**config.mk**
```make
export PLATFORM = sky130hd
export DESIGN_NAME = cordic_iter_ctrl_flat
export DESIGN_NICKNAME = d
export VERILOG_FILES = /design/src/rtl/cordic_pkg.sv /design/src/rtl/cordic_iter_ctrl_if.sv /design/src/rtl/cordic_iter_step.sv /design/src/rtl/cordic_iter_ctrl.sv /design/src/flat_wrapper.sv
export SDC_FILE = /design/constraint.sdc
export NUM_CORES = 1
export LEC_CHECK = 0
export CORE_ASPECT_RATIO = 1.1
export CORE_MARGIN = 1.5
export CORE_UTILIZATION = 50
export CTS_CLUSTER_SIZE = 8
export DETAILED_ROUTE_END_ITERATION = 8
export PLACE_DENSITY = 0.71
export SYNTH_ARGS = -nofsm -noshare
export SYNTH_HDL_FRONTEND = slang
export SYNTH_HIERARCHICAL = 1
export SYNTH_SLANG_ARGS = --single-unit
export TNS_END_PERCENT = 100
```
**constraint.sdc**
```tcl
create_clock -name clock -period 8.9 [get_ports clock]
set_input_delay 2.225 -clock clock [delete_from_list [all_inputs] [get_ports clock]]
set_output_delay 2.225 -clock clock [all_outputs]
set_load 0.01 [all_outputs]
```
**src/rtl/cordic_pkg.sv**
```systemverilog
// Shared CORDIC definitions: default sizes, FSM encoding, arctangent table, saturation decision.
// Latency: n/a (types and pure functions only).
// Backpressure: n/a.
package cordic_pkg;

    localparam int BITS_DEF   = 16;
    localparam int STAGES_DEF = 12;
    // Widest BITS the saturation helper is sized for.
    localparam int MAXW       = 32;

    localparam logic [MAXW+1:0] SAT_ONE = (MAXW+2)'(1);

    typedef enum logic [1:0] {
        ST_IDLE = 2'd0,
        ST_RUN  = 2'd1,
        ST_DONE = 2'd2
    } state_t;

    typedef enum logic [1:0] {
        SAT_NONE = 2'd0,
        SAT_HI   = 2'd1,
        SAT_LO   = 2'd2
    } sat_t;

    // atan(2^-i) with +/-pi mapped to +/-2^(bits-1). The table is exact for
    // 16-bit angles; other widths are derived by shifting (rounded when narrowing).
    function automatic int atan_val(input int i, input int bits);
        int a16;
        case (i)
            0:       a16 = 8192;
            1:       a16 = 4836;
            2:       a16 = 2555;
            3:       a16 = 1297;
            4:       a16 = 651;
            5:       a16 = 326;
            6:       a16 = 163;
            7:       a16 = 81;
            8:       a16 = 41;
            9:       a16 = 20;
            10:      a16 = 10;
            11:      a16 = 5;
            12:      a16 = 3;
            13:      a16 = 1;
            default: a16 = 0;
        endcase
        if (bits >= 16) begin
            return a16 << (bits - 16);
        end
        return (a16 + (1 << (15 - bits))) >> (16 - bits);
    endfunction

    // Decide whether a wide signed value fits a signed 'bits'-wide word,
    // and which rail to clip to if not.
    function automatic sat_t sat_clip(input logic signed [MAXW+1:0] v, input int bits);
        logic signed [MAXW+1:0] hi;
        logic signed [MAXW+1:0] lo;
        hi = $signed((SAT_ONE << (bits - 1)) - SAT_ONE);
        lo = ~hi;
        if (v > hi) begin
            return SAT_HI;
        end
        if (v < lo) begin
            return SAT_LO;
        end
        return SAT_NONE;
    endfunction

endpackage

```
**src/rtl/cordic_iter_ctrl_if.sv**
```systemverilog
// Job handshake bundle for the iterative CORDIC: start/flush request side, ready/valid result side.
// Latency: n/a (wires only).
// Backpressure: start is only honoured while ready is high; results are a one-cycle valid pulse.
interface cordic_iter_ctrl_if #(parameter int BITS = cordic_pkg::BITS_DEF);
    logic                   start;
    logic                   flush;
    logic signed [BITS-1:0] xi;
    logic signed [BITS-1:0] yi;
    logic signed [BITS-1:0] zi;
    logic                   ready;
    logic                   valid;
    logic signed [BITS-1:0] xo;
    logic signed [BITS-1:0] yo;
    logic signed [BITS-1:0] zo;

    modport master (output start, flush, xi, yi, zi, input  ready, valid, xo, yo, zo);
    modport slave  (input  start, flush, xi, yi, zi, output ready, valid, xo, yo, zo);
endinterface

```
**src/rtl/cordic_iter_step.sv**
```systemverilog
// One CORDIC micro-rotation, steering direction taken from the sign of the residual angle.
// Latency: combinational.
// Backpressure: none; the caller decides when to register the result.
module cordic_iter_step #(
    parameter int BITS = 16,
    parameter int IW   = 4
) (
    input  logic signed [BITS+1:0] x,
    input  logic signed [BITS+1:0] y,
    input  logic signed [BITS-1:0] z,
    input  logic        [IW-1:0]   i,
    input  logic signed [BITS-1:0] atan,
    output logic signed [BITS+1:0] x_n,
    output logic signed [BITS+1:0] y_n,
    output logic signed [BITS-1:0] z_n
);

    logic signed [BITS+1:0] xs;
    logic signed [BITS+1:0] ys;

    assign xs = x >>> i;
    assign ys = y >>> i;

    // Rotate towards zero residual angle; z wraps naturally at BITS.
    always_comb begin
        x_n = x;
        y_n = y;
        z_n = z;
        if (z >= 0) begin
            x_n = x - ys;
            y_n = y + xs;
            z_n = z - atan;
        end else begin
            x_n = x + ys;
            y_n = y - xs;
            z_n = z + atan;
        end
    end

endmodule

```
**src/rtl/cordic_iter_ctrl.sv**
```systemverilog
// Iterative rotation-mode CORDIC: one shared micro-rotation per cycle, saturated outputs, no gain fix-up.
// Latency: valid pulses STAGES+1 edges after the edge that accepted start; next start one edge later.
// Backpressure: ready only in IDLE; start while busy is dropped, flush aborts without a result.
module cordic_iter_ctrl
    import cordic_pkg::*;
#(
    parameter int BITS   = BITS_DEF,
    parameter int STAGES = STAGES_DEF
) (
    input  logic              clock,
    input  logic              reset,
    cordic_iter_ctrl_if.slave bus
);

    localparam int IW = 4;
    localparam logic signed [BITS-1:0] POS_MAX = {1'b0, {(BITS-1){1'b1}}};
    localparam logic signed [BITS-1:0] NEG_MAX = {1'b1, {(BITS-1){1'b0}}};

    state_t                 state;
    state_t                 state_nx;
    logic signed [BITS+1:0] x_q;
    logic signed [BITS+1:0] y_q;
    logic signed [BITS-1:0] z_q;
    logic        [IW-1:0]   i_q;
    logic signed [BITS+1:0] x_n;
    logic signed [BITS+1:0] y_n;
    logic signed [BITS-1:0] z_n;
    logic signed [BITS-1:0] atan_i;
    logic signed [BITS-1:0] x_sat;
    logic signed [BITS-1:0] y_sat;
    logic                   accept;
    logic                   last;
    logic                   load_out;

    // flush outranks start so an aborting caller never launches a job
    assign accept = (state == ST_IDLE) && bus.start && !bus.flush;
    assign last   = (i_q == IW'(STAGES - 1));
    assign atan_i = BITS'(atan_val(int'(i_q), BITS));

    cordic_iter_step #(.BITS(BITS), .IW(IW)) u_step (
        .x    (x_q),
        .y    (y_q),
        .z    (z_q),
        .i    (i_q),
        .atan (atan_i),
        .x_n  (x_n),
        .y_n  (y_n),
        .z_n  (z_n)
    );

    // State register
    always_ff @(posedge clock or negedge reset) begin
        if (!reset) begin
            state <= ST_IDLE;
        end else begin
            state <= state_nx;
        end
    end

    // Next-state: one rotation per RUN cycle, a single DONE cycle, flush returns to IDLE
    always_comb begin
        state_nx = state;
        case (state)
            ST_IDLE: if (accept) state_nx = ST_RUN;
            ST_RUN:  if (bus.flush) state_nx = ST_IDLE;
                     else if (last) state_nx = ST_DONE;
            ST_DONE: state_nx = ST_IDLE;
            default: state_nx = ST_IDLE;
        endcase
    end

    // FSM outputs: handshake ready and the result-load strobe
    always_comb begin
        bus.ready = (state == ST_IDLE);
        load_out  = (state == ST_DONE) && !bus.flush;
    end

    // Working vector: capture on accept, rotate while running
    always_ff @(posedge clock or negedge reset) begin
        if (!reset) begin
            x_q <= '0;
            y_q <= '0;
            z_q <= '0;
            i_q <= '0;
        end else if (accept) begin
            x_q <= (BITS+2)'(bus.xi);
            y_q <= (BITS+2)'(bus.yi);
            z_q <= bus.zi;
            i_q <= '0;
        end else if (state == ST_RUN && !bus.flush) begin
            x_q <= x_n;
            y_q <= y_n;
            z_q <= z_n;
            if (!last) begin
                i_q <= i_q + IW'(1);
            end
        end
    end

    // Clip the guard-bit vector back to BITS
    always_comb begin
        case (sat_clip((MAXW+2)'(x_q), BITS))
            SAT_HI:  x_sat = POS_MAX;
            SAT_LO:  x_sat = NEG_MAX;
            default: x_sat = x_q[BITS-1:0];
        endcase
        case (sat_clip((MAXW+2)'(y_q), BITS))
            SAT_HI:  y_sat = POS_MAX;
            SAT_LO:  y_sat = NEG_MAX;
            default: y_sat = y_q[BITS-1:0];
        endcase
    end

    // Result registers hold between jobs; valid is a single-cycle pulse
    always_ff @(posedge clock or negedge reset) begin
        if (!reset) begin
            bus.valid <= 1'b0;
            bus.xo    <= '0;
            bus.yo    <= '0;
            bus.zo    <= '0;
        end else begin
            bus.valid <= load_out;
            if (load_out) begin
                bus.xo <= x_sat;
                bus.yo <= y_sat;
                bus.zo <= z_q;
            end
        end
    end

endmodule

```
**src/flat_wrapper.sv**
```systemverilog
// flat-port wrapper written by rule: the top's interface ports become plain ports
module cordic_iter_ctrl_flat import cordic_pkg::*;
#(
    parameter int BITS   = BITS_DEF,
    parameter int STAGES = STAGES_DEF
)
  (clock, reset, bus_start, bus_flush, bus_xi, bus_yi, bus_zi, bus_ready, bus_valid, bus_xo, bus_yo, bus_zo);
  cordic_iter_ctrl_if #(.BITS(BITS)) bus_i ();
  input  logic clock;
  input  logic reset;
  input wire logic [$bits(bus_i.start)-1:0] bus_start;
  input wire logic [$bits(bus_i.flush)-1:0] bus_flush;
  input wire logic [$bits(bus_i.xi)-1:0] bus_xi;
  input wire logic [$bits(bus_i.yi)-1:0] bus_yi;
  input wire logic [$bits(bus_i.zi)-1:0] bus_zi;
  output wire logic [$bits(bus_i.ready)-1:0] bus_ready;
  output wire logic [$bits(bus_i.valid)-1:0] bus_valid;
  output wire logic [$bits(bus_i.xo)-1:0] bus_xo;
  output wire logic [$bits(bus_i.yo)-1:0] bus_yo;
  output wire logic [$bits(bus_i.zo)-1:0] bus_zo;
  assign bus_i.start = bus_start;
  assign bus_i.flush = bus_flush;
  assign bus_i.xi = bus_xi;
  assign bus_i.yi = bus_yi;
  assign bus_i.zi = bus_zi;
  assign bus_ready = bus_i.ready;
  assign bus_valid = bus_i.valid;
  assign bus_xo = bus_i.xo;
  assign bus_yo = bus_i.yo;
  assign bus_zo = bus_i.zo;
  cordic_iter_ctrl #(.BITS(BITS), .STAGES(STAGES)) u_core (.clock(clock), .reset(reset), .bus(bus_i));
endmodule
```
* Yosys cells after proc, flatten, opt, wreduce, memory -nomap -nowiden
Memories as Yosys holds them, arrays and structs flattened.
Cells that the tools add are included.
** Word-level totals
- Logic and storage cells :: 75
- Bits in writable memories :: 0
- Memories kept :: 1
- Bits of input ports :: 52
- Memory bits (read-only) :: 224
- Output and inout port bits :: 50
- Latch bits :: 0
- Flip-flop bits (word level) :: 107
** Operators by class
- Multiplexer cells :: 32
- $add $sub $neg :: 7
- Order comparisons :: 5
- Equal/unequal tests :: 10
- Multiply operators :: 0
- Shift-type cells :: 2
- Reductions and logical operators :: 9
- Divide/modulo/power cells :: 0
- Bitwise gates (word level) :: 0
** Memory list
- (no name shown) :: depth 16, bits a word 14, rd ports 1, clocked after memory_dff 0, write ports 0, line cordic_pkg.sv:29 : case (i)
** Operators by type and width (count)
- 18-bit 2-to-1 mux :: 6
- 16-bit one-hot mux with 2 select lines :: 2
- 16-bit 2-to-1 mux :: 3
- 18-bit adder :: 2
- 18-bit by 16-bit > comparator with 1-bit output (second input constant) :: 2
- 18-bit by 16-bit < comparator with 1-bit output (second input constant) :: 2
- 18-bit by 4-bit >>> shifter with 18-bit output :: 2
- 18-bit subtractor :: 2
- 2-bit 2-to-1 mux :: 11
- 16-bit adder :: 1
- 16-bit by 1-bit greater-or-equal comparator with 1-bit output (second input constant) :: 1
- 16-bit subtractor :: 1
- 4-bit 2-to-1 mux :: 3
- 2-bit by 1-bit == test with 1-bit output (second input constant) :: 3
- 2-bit == test (second input constant) :: 3
- 1-bit 2-to-1 mux :: 6
- 4-bit by 1-bit adder with 4-bit output (second input constant) :: 1
- 4-bit == test (second input constant) :: 1
- 1-bit logical AND :: 4
- 2-bit by 1-bit inequality test with 1-bit output (second input constant) :: 2
- 2-bit one-hot mux with 2 select lines :: 1
- 2-bit AND reduction :: 2
- 3-bit by 2-bit inequality test with 1-bit output (second input constant) :: 1
- 2-bit zero test :: 1
- 2 further kinds :: 2

* Logic depth before layout (Yosys ltp)
Gate-level depths: netlist of run 1.
- Depth in word-level cells :: 7
- Gate-level depth with buffers :: 26
- Gate-level depth less buffers :: 21

* Hierarchy
The synthesis of run 1 kept the hierarchy.
** By module, submodules not included
- cordic_iter_ctrl :: cells each 499, area an instance 5202.5 µm², instances 1, sequential area each 2677.6 µm²
- cordic_iter_step :: cells each 657, area an instance 5002.3 µm², instances 1, sequential area each 0.0 µm²

* Worst setup path before layout of run 1
OpenSTA, ideal clock, no wires.
- Path type :: flip-flop to flip-flop
- From :: register u_core.i_q[1]
- To :: register u_core.y_q[13]
- Library setup time :: 0.125 ns
- Buffers on the path :: 2
- Setup slack :: 3.963 ns
- Cell stages (with the launch flop) :: 22
- Arrival time :: 4.812 ns
- Data required time :: 8.775 ns
- Period minus slack after synthesis :: 4.937 ns
- Cell sequence :: dfrtp_1 -> buf_2 -> buf_4 -> mux4_2 -> mux2i_1 -> a21oi_1 -> inv_1 -> ha_1 -> nand2_1 -> o32a_1 -> o21ai_0 -> xnor2_1 -> ha_1 -> or2_2 -> a21boi_0 -> a31o_2 -> a21oi_1 -> o31ai_1 -> or2_2 -> xor2_1 -> a22o_1 -> mux2_2
** Between the ends
- Cells in the longest elaborated chain, start to end :: 5
- Elaborated cells between the ends (all ways) :: 6
- Those cells by class :: add/sub (2); shift (1); mux (3)
** Ends and longest elaborated chain
- start: declaration :: line cordic_iter_ctrl.sv:24 : logic [IW-1:0] i_q;
- start signal: assignment :: line cordic_iter_ctrl.sv:95 : i_q <= i_q + IW'(1);
- 18-bit by 4-bit >>> shifter with 18-bit output * :: line cordic_iter_step.sv:21 : assign xs = x >>> i;
- 18-bit subtractor or 18-bit adder (tied branches) :: line cordic_iter_step.sv:35, cordic_iter_step.sv:31
- 18-bit 2-to-1 mux * :: line cordic_iter_step.sv:29 : if (z >= 0) begin
- net u_core.y_n[13] :: line cordic_iter_ctrl.sv:26 : logic signed [BITS+1:0] y_n;
- 18-bit 2-to-1 mux * :: line cordic_iter_ctrl.sv:90 : end else if (state == ST_RUN && !bus.flush) begin
- 18-bit 2-to-1 mux * :: line cordic_iter_ctrl.sv:85 : end else if (accept) begin
- end signal: assignment :: line cordic_iter_ctrl.sv:87 : y_q <= (BITS+2)'(bus.yi);
- end signal: assignment :: line cordic_iter_ctrl.sv:92 : y_q <= y_n;
- end: declaration :: line cordic_iter_ctrl.sv:22 : logic signed [BITS+1:0] y_q;
The timed path passes the listed nets; every way through them passes the cells marked *. The select of a mux whose other input is x is not followed.
A chain may end at the register's enable or synchronous reset.

* Worst setup path after layout of run 1
- From :: register u_core.i_q[0]
- To :: register u_core.y_q[17]
The elaborated chain is that of the path after synthesis.

==> results.md, run 1 <==
* Drt first-iter violations at 767
* Post-route DRC at 6
* Clk sinks at 107
* Die height at 153 um
* Syn avg cell area at between 8 and 9 sq um
* Hold_ws at a little under 0.5 ns
* Area Overhead vs Synth at 14.1%
* CTS Root Cell: clkbuf_16
* Final setup viols at 0
* Post-synthesis mux area share at 0.162
* Most frequent cells in the layout: 149 x nand2_1, 104 x dfrtp_1, 100 x clkdlybuf4s50_1
* First-pass GRT wire length at 44800 um
* Slew margin rel. at 0.375
* Simple-gate portion of the synthesized area at 0.144
* Commonest non-fill, non-tap cell in the layout: nand2_1
* I/O pins at 102
* Synth top area share at 0.262
* Total Routing Usage GR at 0.260
* Area leader, netlist: dfrtp_1
* Layout cell share with drive strength beyond 1 at 0.106
* Skew-Pair Late Insertion Delay at 0.37 ns
* H-tree levels at 3
* Final Max Tran Viols at 0
* WP data arrival at 6.04 ns
* Most used DFF post-synth: dfrtp_1
* HPWL after DPL at roughly 20000 um
* Initial antenna violation count at 1
* Site Rows at 54
* Layout Cells excl Fill at 1474
* Worst-Margin Slew at about 0.94 ns
* Longest Clk Path Bufs at 2
* Drt first pass iters at 9
* CTS tree: done
* CTS Buf Count at 9
* Critical Setup Path Class: reg -> reg
* Post-CTS resize count at 0
* Synth unique cells at between 70 and 80
* Vias at 9088
* Fmax at 174 MHz
* Core ar. at 0.0199 sq mm
* DR vias/cell at 6.17
* Post-synth EDFFs at 0
* Status: finished, violations left
* Setup TNS at 0 ns
* Detailed Route WL at 27500 um
* CP endpoint kind: register
* Initial Util at 0.512
* CP startpoint kind: register
* Setup bufs post-CTS at 0
* Yosys warns at 6
* Post-Place Cells at about 1500
* Port Buffers at 101
* Synthesized instance count at 1156
* Combinational family with the most area after synthesis: compound AO/OA/AOI/OAI gates
* HP Class: reg -> reg
* Final period util at 0.646
* Clk pin slew, worst setup/hold paths at 0.08 ns
* RSZ-0062 raised after global routing: no
* RD Place Congestion at 0.933
* Async S/R FF share, synth at 1.00
* Flops & latches, synth at roughly 110
* WL per Instance at 18.6 um
* Netlist Area Pre-Place at 0.0102 sq mm
* Compound-Gate Fraction of Synth Area at 0.229
* # diodes at 0
* Max Clock Skew at 0.00936 ns
* Largest net degree at the start of global routing at 72
* GRT overflow at 0
* Main area contributors after synthesis: dfrtp_1 26%, ha_1 7.0%, mux4_2 5.5%
* Minimum clock period at roughly 5.7 ns
* Post-Synth XOR/XNOR Area at 0.0764
* Post-route core utilization at 0.584
* # hold bufs at CTS at 0
* Antenna Nets Post-Route at 0
* Critical path fanouts, max at 38
* Die W at 139 um
* Worst Path Required at 9.19 ns
* Die Footprint at 0.0213 sq mm
* Hold Vio Cnt, Final at 0
* Fillers at 1774
* Max-cap viol count at 0
* Seq/Total Area, Yosys at 0.262
* Violated checks: design-rule violations
* Number of global-route vias before repair at 8621
* Post-synthesis adder-cell area fraction at 0.0758
* NumNets Final at 1329
cell type report:
type,instances,area [sq um],share of cell area
multi-input cells,933,7040,0.604
flip-flops and latches,107,2680,0.230
repair buffers,115,1110,0.0956
well taps,252,315,0.0271
clock buffers,10,239,0.0205
inverters,51,191,0.0164
clock inverters,6,67.6,0.00580
stage by stage:
stage | cell area (sq um) | setup WS (ns)
5_1_grt | 11600 | 2.65
3_3_place_gp | 11300 | 3.47
6_report | 11600 | 3.15
4_1_cts | 11600 | 3.23
3_5_place_dp | 11300 | 3.28
2_1_floorplan | 10200 | 3.96
metal layers:
layer | global-route usage | vias up | routed length, um
li1 | - | 4367 | -
met1 | 0.352 | 4398 | 12100
met2 | 0.425 | 267 | 13000
met3 | 0.0323 | 54 | 1530
met4 | 0.103 | 2 | 808
met5 | 0 | - | 16
kinds of logic after synthesis:
kind of cell,count (synthesis)
simple gates,329
buf+inv,118
other cells,1
fa+ha+maj,60
xor+xnor,89
compound gates,340
flops,107
mux,112
synth_stat cells (10+ instances only):
| master | n |
|---|---|
| nor2_1 | 87 |
| nand3_1 | 13 |
| a22oi_1 | 21 |
| clkbuf_1 | 40 |
| ha_1 | 57 |
| o21ai_0 | 65 |
| mux4_2 | 25 |
| mux2i_1 | 37 |
| nor3_1 | 16 |
| o31ai_1 | 16 |
| mux2_4 | 20 |
| a22o_1 | 47 |
| buf_2 | 12 |
| dfrtp_1 | 107 |
| inv_1 | 48 |
| nor2b_1 | 10 |
| xor2_1 | 38 |
| nand2_1 | 149 |
| a21oi_1 | 68 |
| xnor2_1 | 51 |
| a21o_1 | 12 |
| mux2_2 | 24 |
| o211ai_1 | 10 |
| o21bai_1 | 23 |
flip-flops by register name, summed over array words and instances, names as in the netlist:
name,flops
u_core/i_q,4
u_core/state,2
u_core/y_q,18
u_core/x_q,18
u_core/bus.yo,16
u_core/bus.xo,16
u_core/bus.zo,16
u_core/bus.valid,1
u_core/z_q,16
worst max-delay path: stages (launching register included):
cell and delay [ns]:
dfrtp_2 0.55, buf_4 0.49, mux4_1 0.68, mux2i_1 0.16, mux2_2 0.20, ha_1 0.21
nand2_1 0.07, o32a_1 0.34, o21ai_0 0.21, xnor2_1 0.14, ha_1 0.29, or2_2 0.32
a21boi_0 0.15, a31o_2 0.26, a21oi_1 0.30, o31ai_1 0.16, o41ai_1 0.49, o21ai_0 0.22
xnor2_1 0.17, nand2_1 0.06, a2bb2oi_1 0.18
final timing paths:
| path | from | to | slack (ns) | cells past startpoint |
|---|---|---|---|---|
| max | u_core/i_q[0] | u_core/y_q[17] | 3.15 | 20 |
| min | u_core/bus.zo[11] | u_core/bus.zo[11] | 0.48 | 2 |
| max reg2reg | u_core/i_q[0] | u_core/y_q[17] | 3.15 | 20 |
| min reg2reg | u_core/bus.zo[11] | u_core/bus.zo[11] | 0.48 | 2 |
| max in group asynchronous | reset | u_core/z_q[4] | 5.83 | 2 |
| min in group asynchronous | reset | u_core/x_q[7] | 1.95 | 1 |
Power of run 1 is not shown: default switching activity piles up to over one toggle a cycle in this logic, so the estimate is an artifact.
==> run 2: changes to the inputs <==
--- a/config.mk
+++ b/config.mk
@@ -10,7 +10,7 @@
 export CORE_UTILIZATION = 50
 export CTS_CLUSTER_SIZE = 8
 export DETAILED_ROUTE_END_ITERATION = 8
-export PLACE_DENSITY = 0.71
+export PLACE_DENSITY = 0.74
 export SYNTH_ARGS = -nofsm -noshare
 export SYNTH_HDL_FRONTEND = slang
 export SYNTH_HIERARCHICAL = 1
==> constraint.sdc (replaced) <==
create_clock -name clock -period 5.1 [get_ports clock]
set_input_delay 1.275 -clock clock [delete_from_list [all_inputs] [get_ports clock]]
set_output_delay 1.275 -clock clock [all_outputs]
set_load 0.01 [all_outputs]
==> run 2 against run 1 <==
The run still ends with design-rule violations left. Wire length rose by 7.1%. Global-route usage is 1.4 points higher. Flip-flop and latch count unchanged. Critical endpoint unchanged.
==> results.md, run 2 (same netlist as run 1, synthesis figures left out) <==
* Status: finished, violations left
* Violated checks: design-rule violations
* Worst Setup Slack, final at 0.188 ns
* CTS Buf Count at 9
* Vias at 9427
* # diodes at 0
* H-tree levels at 3
* Area Overhead vs Synth at 18.4%
* Die Footprint at 0.0213 sq mm
* Critical Setup Path Class: reg -> reg
* Drt first-iter violations at 748
* Critical path fanouts, max at 5
* Worst Path Required at 5.38 ns
* Initial Util at 0.512
* Met3 wire len at between 1500 and 2000 um
* Fmax at 204 MHz
* Largest net degree at the start of global routing at 57
* Final setup viols at 0
* # hold bufs at CTS at 0
* Worst-Margin Slew at 1.02 ns
* Layout cell share with drive strength beyond 1 at 0.141
* Core ar. at about 0.020 sq mm
* Number of global-route vias before repair at 8832
* Detailed Route WL at 29400 um
* WP data arrival at 5.20 ns
* Pre-CTS WS at 0.126 ns
* Hold Vio Cnt, Final at 0
* Post-route DRC at 5
* Post-Place Cells at between 1000 and 1500
* HP Class: reg -> reg
* Clk pin slew, worst setup/hold paths at 0.09 ns
* Final Max Tran Viols at 0
* Site Rows at 54
* CP startpoint kind: register
* First-pass GRT wire length at 47000 um
* Final period util at 0.963
* Total Routing Usage GR at 0.274
* Skew-Pair Late Insertion Delay at 0.37 ns
* Drt first pass iters at 7
* Most frequent cells in the layout: 149 x nand2_1, 104 x dfrtp_1, 100 x clkdlybuf4s50_1
* Port Buffers at 101
* Metal-1 WL at between 10000 and 15000 um
* Placement Cell Area at roughly 0.012 sq mm
* Longest Clk Path Bufs at 2
* Commonest non-fill, non-tap cell in the layout: nand2_1
* Die W at 139 um
* HPWL after DPL at 21500 um
* Largest regs: u_core/x_q x18, u_core/y_q x18
* Max Clock Skew at about 0.012 ns
* Design area at ~0.012 sq mm
* Antenna Nets Post-Route at 0
* Die height at 153 um
* WL per Instance at 19.4 um
* I/O pins at 102
* Clk sinks at 107
* Max layer used: met4
* CTS tree: done
* Max-cap viol count at 0
* Layout Cells excl Fill at 1519
* Initial antenna violation count at 0
* NumNets Final at 1374
* Minimum clock period at 4.91 ns
* DR vias/cell at roughly 6.2
* Slew margin rel. at 0.323
* GRT overflow at 0
* CTS Root Cell: clkbuf_16
* RD Place Congestion at 0.940
* CP endpoint kind: register
* Met2 WL at 14200 um
## run 2: cell types whose count changed in the layout (fill, tap and decap cells not counted), moves of 2 or more
cell,previous run,this run
inv_8,0,2
inv_6,3,1
o21ai_0,65,63
buf_12,0,3
buf_4,15,55
o21ai_1,6,8
o41ai_1,3,1
o41ai_2,3,5
## run 2: repair_timing
action	in CTS	in global routing
endpoints found under the setup margin	0	11
hold endpoints to repair	0	0
setup buffers	0	5
resized for setup	0	10
## run 2: worst max-delay path, stage by stage (launching register included)
cell and delay, ns:
dfrtp_2 0.44, buf_12 0.13, mux4_2 0.54, mux2i_2 0.23, mux2_2 0.22, ha_1 0.21
nand2_1 0.07, o32a_1 0.34, o21ai_0 0.22, xnor2_1 0.15, ha_1 0.28, or2_2 0.32
a21boi_0 0.15, a31o_2 0.27, a21oi_2 0.17, o31ai_1 0.13, o41ai_2 0.38, o21ai_0 0.18
xnor2_1 0.16, nand2_1 0.06, a2bb2oi_1 0.18
## run 2: path summary, 6_finish.rpt
check | startpoint | end | slack [ns] | cells after the start
min in group asynchronous | reset | u_core/bus.zo[9] | 0.80 | 1
max | u_core/i_q[1] | u_core/y_q[17] | 0.19 | 20
min | u_core/bus.yo[15] | u_core/bus.yo[15] | 0.48 | 2
min reg2reg | u_core/bus.yo[15] | u_core/bus.yo[15] | 0.48 | 2
max reg2reg | u_core/i_q[1] | u_core/y_q[17] | 0.19 | 20
max in group asynchronous | reset | u_core/y_q[4] | 3.39 | 2
## run 2: area by class of cell
cell class / count / area (sq um)
fill: 1738 / 7850
clock buffer: 9 / 225
tap: 252 / 315
clock inverter: 7 / 81.3
multi-input combinational: 933 / 7070
timing repair buffer: 160 / 1510
sequential: 107 / 2680
inverter: 51 / 191
## run 2: metrics by stage
stage / hold WS, ns / util / TNS, ns
after global placement: 0.462 / 0.585 / 0
after detailed placement: 0.463 / 0.585 / 0
after CTS: 0.485 / 0.600 / 0
after floorplan: 0.514 / - / 0
after global routing: 0.508 / 0.606 / -0.0152
final: 0.480 / 0.606 / 0
## run 2: per-layer routing
metal / GRT usage / vias to the layer above
li1: - / 4452
met5: 0 / -
met3: 0.0373 / 56
met4: 0.0826 / 0
met2: 0.458 / 328
met1: 0.370 / 4591
Power of run 2 is left out for the same reason.
==> run 3: changes to the inputs <==
--- a/config.mk
+++ b/config.mk
@@ -7,10 +7,9 @@
 export LEC_CHECK = 0
 export CORE_ASPECT_RATIO = 1.1
 export CORE_MARGIN = 1.5
-export CORE_UTILIZATION = 50
+export CORE_UTILIZATION = 30
 export CTS_CLUSTER_SIZE = 8
 export DETAILED_ROUTE_END_ITERATION = 8
-export PLACE_DENSITY = 0.74
 export SYNTH_ARGS = -nofsm -noshare
 export SYNTH_HDL_FRONTEND = slang
 export SYNTH_HIERARCHICAL = 1
==> run 3 against run 2 <==
The flow now finishes without violations. Hold slack about the same. Critical path depth shrank 2. Cell count rose by 12%. Register-to-register slack better by 0.10 ns. Non-clock buffer count is 2 higher. Sequential share of layout area decreased by 0.37 points. Clock skew up 0.0012 ns. Via count fell by 1.0%.
==> results.md, run 3 (same netlist as run 1, synthesis figures left out) <==
* Worst-Margin Slew at 1.08 ns
* Final setup viols at 0
* Drt first-iter violations at 623
* Longest Clk Path Bufs at 2
* Die Footprint at 0.0351 sq mm
* Pre-CTS WS at -0.0546 ns
* Crit path launch: u_core/i_q[1]
* Most frequent cells in the layout: 149 x nand2_1, 104 x dfrtp_1, 100 x clkdlybuf4s50_1
* DR vias/cell at 5.49
* Commonest non-fill, non-tap cell in the layout: nand2_1
* First-pass GRT wire length at 49700 um
* Largest regs: u_core/x_q x18, u_core/y_q x18
* CP peak stage delay at 0.58 ns
* Hold Path Origin: u_core/bus.zo[14]
* Drt first pass iters at 5
* FF-to-FF Start: u_core/i_q[1]
* Worst path cell trace: buf_4 > mux4_2 > mux4_2 > nor3_2 > nand3_1 > nand4b_1 > nand2_1 > xor2_1 > ha_1 > and3_1 > and3_1 > a21oi_1 > o211ai_1 > a31o_2 > a21oi_1 > xnor2_1 > nand2_1 > a2bb2oi_1
* Status: complete, no violations
* Critical path fanouts, max at 11
* WP data arrival at 5.11 ns
* Skew-Pair Late Insertion Delay at around 0.38 ns
* Max Clock Skew at 0.0129 ns
* Setup TNS at 0 ns
* Vias at 9331
* Core ar. at roughly 0.033 sq mm
* CTS Root Cell: clkbuf_16
* Final period util at 0.943
* # diodes at 0
* Reg2Reg Setup Slack at roughly 0.29 ns
* Post-route core utilization at 0.368
* I/O pins at 102
* Critical Setup Path Class: reg -> reg
* Final Max Tran Viols at 0
* Layout cell share with drive strength beyond 1 at 0.144
* HP Class: reg -> reg
* Post-route DRC at 0
* Worst Path Required at 5.40 ns
* Worst Setup Slack, final at 0.292 ns
* Met3 wire len at between 1000 and 1500 um
* Clk sinks at 107
* H-tree levels at 3
* Die W at 179 um
* Antenna Nets Post-Route at 0
* Area of the multi-input gates at 0.00709 sq mm
* Detailed Route WL at 31600 um
* Post-Place Cells at 1680
* Max layer used: met4
* Met2 WL at 15500 um
* Hold Vio Cnt, Final at 0
* HPWL after DPL at between 20000 and 25000 um
* GRT overflow at 0
* Site Rows at 70
* Worst-case reg-to-reg path depth at 18
* FF/Latch Area at 0.00268 sq mm
* Critical Path End: u_core/x_q[17]
* CP endpoint kind: register
* Port Buffers at 101
* CTS tree: done
* Metal-1 WL at 13600 um
* Fillers at 3361
* Area Overhead vs Synth at 20.3%
* CTS Buf Count at 9
* Minimum clock period at 4.81 ns
* Max-cap viol count at 0
* R2R Path End: u_core/x_q[17]
* Slew margin rel. at 0.262
* Initial Util at 0.306
* NumNets Final at around 1400
* Layout Cells excl Fill at 1701
* Total Routing Usage GR at 0.181
* Number of global-route vias before repair at 9215
* Clk pin slew, worst setup/hold paths at ~0.090 ns
* Largest net degree at the start of global routing at 83
* Die height at 196 um
* CP startpoint kind: register
* WL per Instance at 18.6 um
* Initial antenna violation count at 0
* CP max stage cell: mux4_2
* RSZ-0062 raised after global routing: no
* RD Place Congestion at 0.956
* Fmax at 208 MHz
run 3: what timing repair did:
item,in CTS,in global routing
hold buffers,0,0
pin swaps,0,2
setup endpoints to repair,3,13
resized for setup,2,10
buffers inserted,0,5
endpoints found under the hold margin,0,0
run 3: worst min-delay path by stage:
stage	endpoint	slack [ns]	depth (start not counted)
finish	u_core/bus.zo[14]	0.48	2
global route	u_core/bus.zo[14]	0.50	2
CTS	u_core/bus.zo[0]	0.49	2
detailed placement	u_core/bus.zo[0]	0.47	2
global placement	u_core/bus.yo[15]	0.46	2
floorplan	u_core/bus.xo[15]	0.51	2
run 3: worst max-delay path: cells and delay by family (launching register included):
family | cells | cell delay [ns]
compound gates | 5 | 0.87
xor+xnor | 2 | 0.29
mux | 2 | 1.14
buf+inv | 1 | 0.26
flops | 1 | 0.45
fa+ha+maj | 1 | 0.29
simple gates | 7 | 1.45
run 3: stage by stage:
stage	area, sq um	hold WS, ns
floorplan	10200	0.514
global placement	11900	0.464
detailed placement	11900	0.470
CTS	12200	0.487
global route	12300	0.502
finish	12300	0.480
run 3: layout make-up:
| type | instances | area share |
|---|---|---|
| timing repair buffer | 162 | 0.120 |
| clock buffer | 11 | 0.0206 |
| sequential | 107 | 0.218 |
| inverter | 51 | 0.0156 |
| clock inverter | 5 | 0.00367 |
| tap | 432 | 0.0440 |
| multi-input combinational | 933 | 0.577 |
run 3: per-layer routing:
metal / global-route usage / vias to the layer above
met3: 0.0307 / 77
met1: 0.226 / 4551
li1: - / 4448
met4: 0.0775 / 0
met2: 0.306 / 255
met5: 0 / -
Power of run 3 is left out for the same reason.
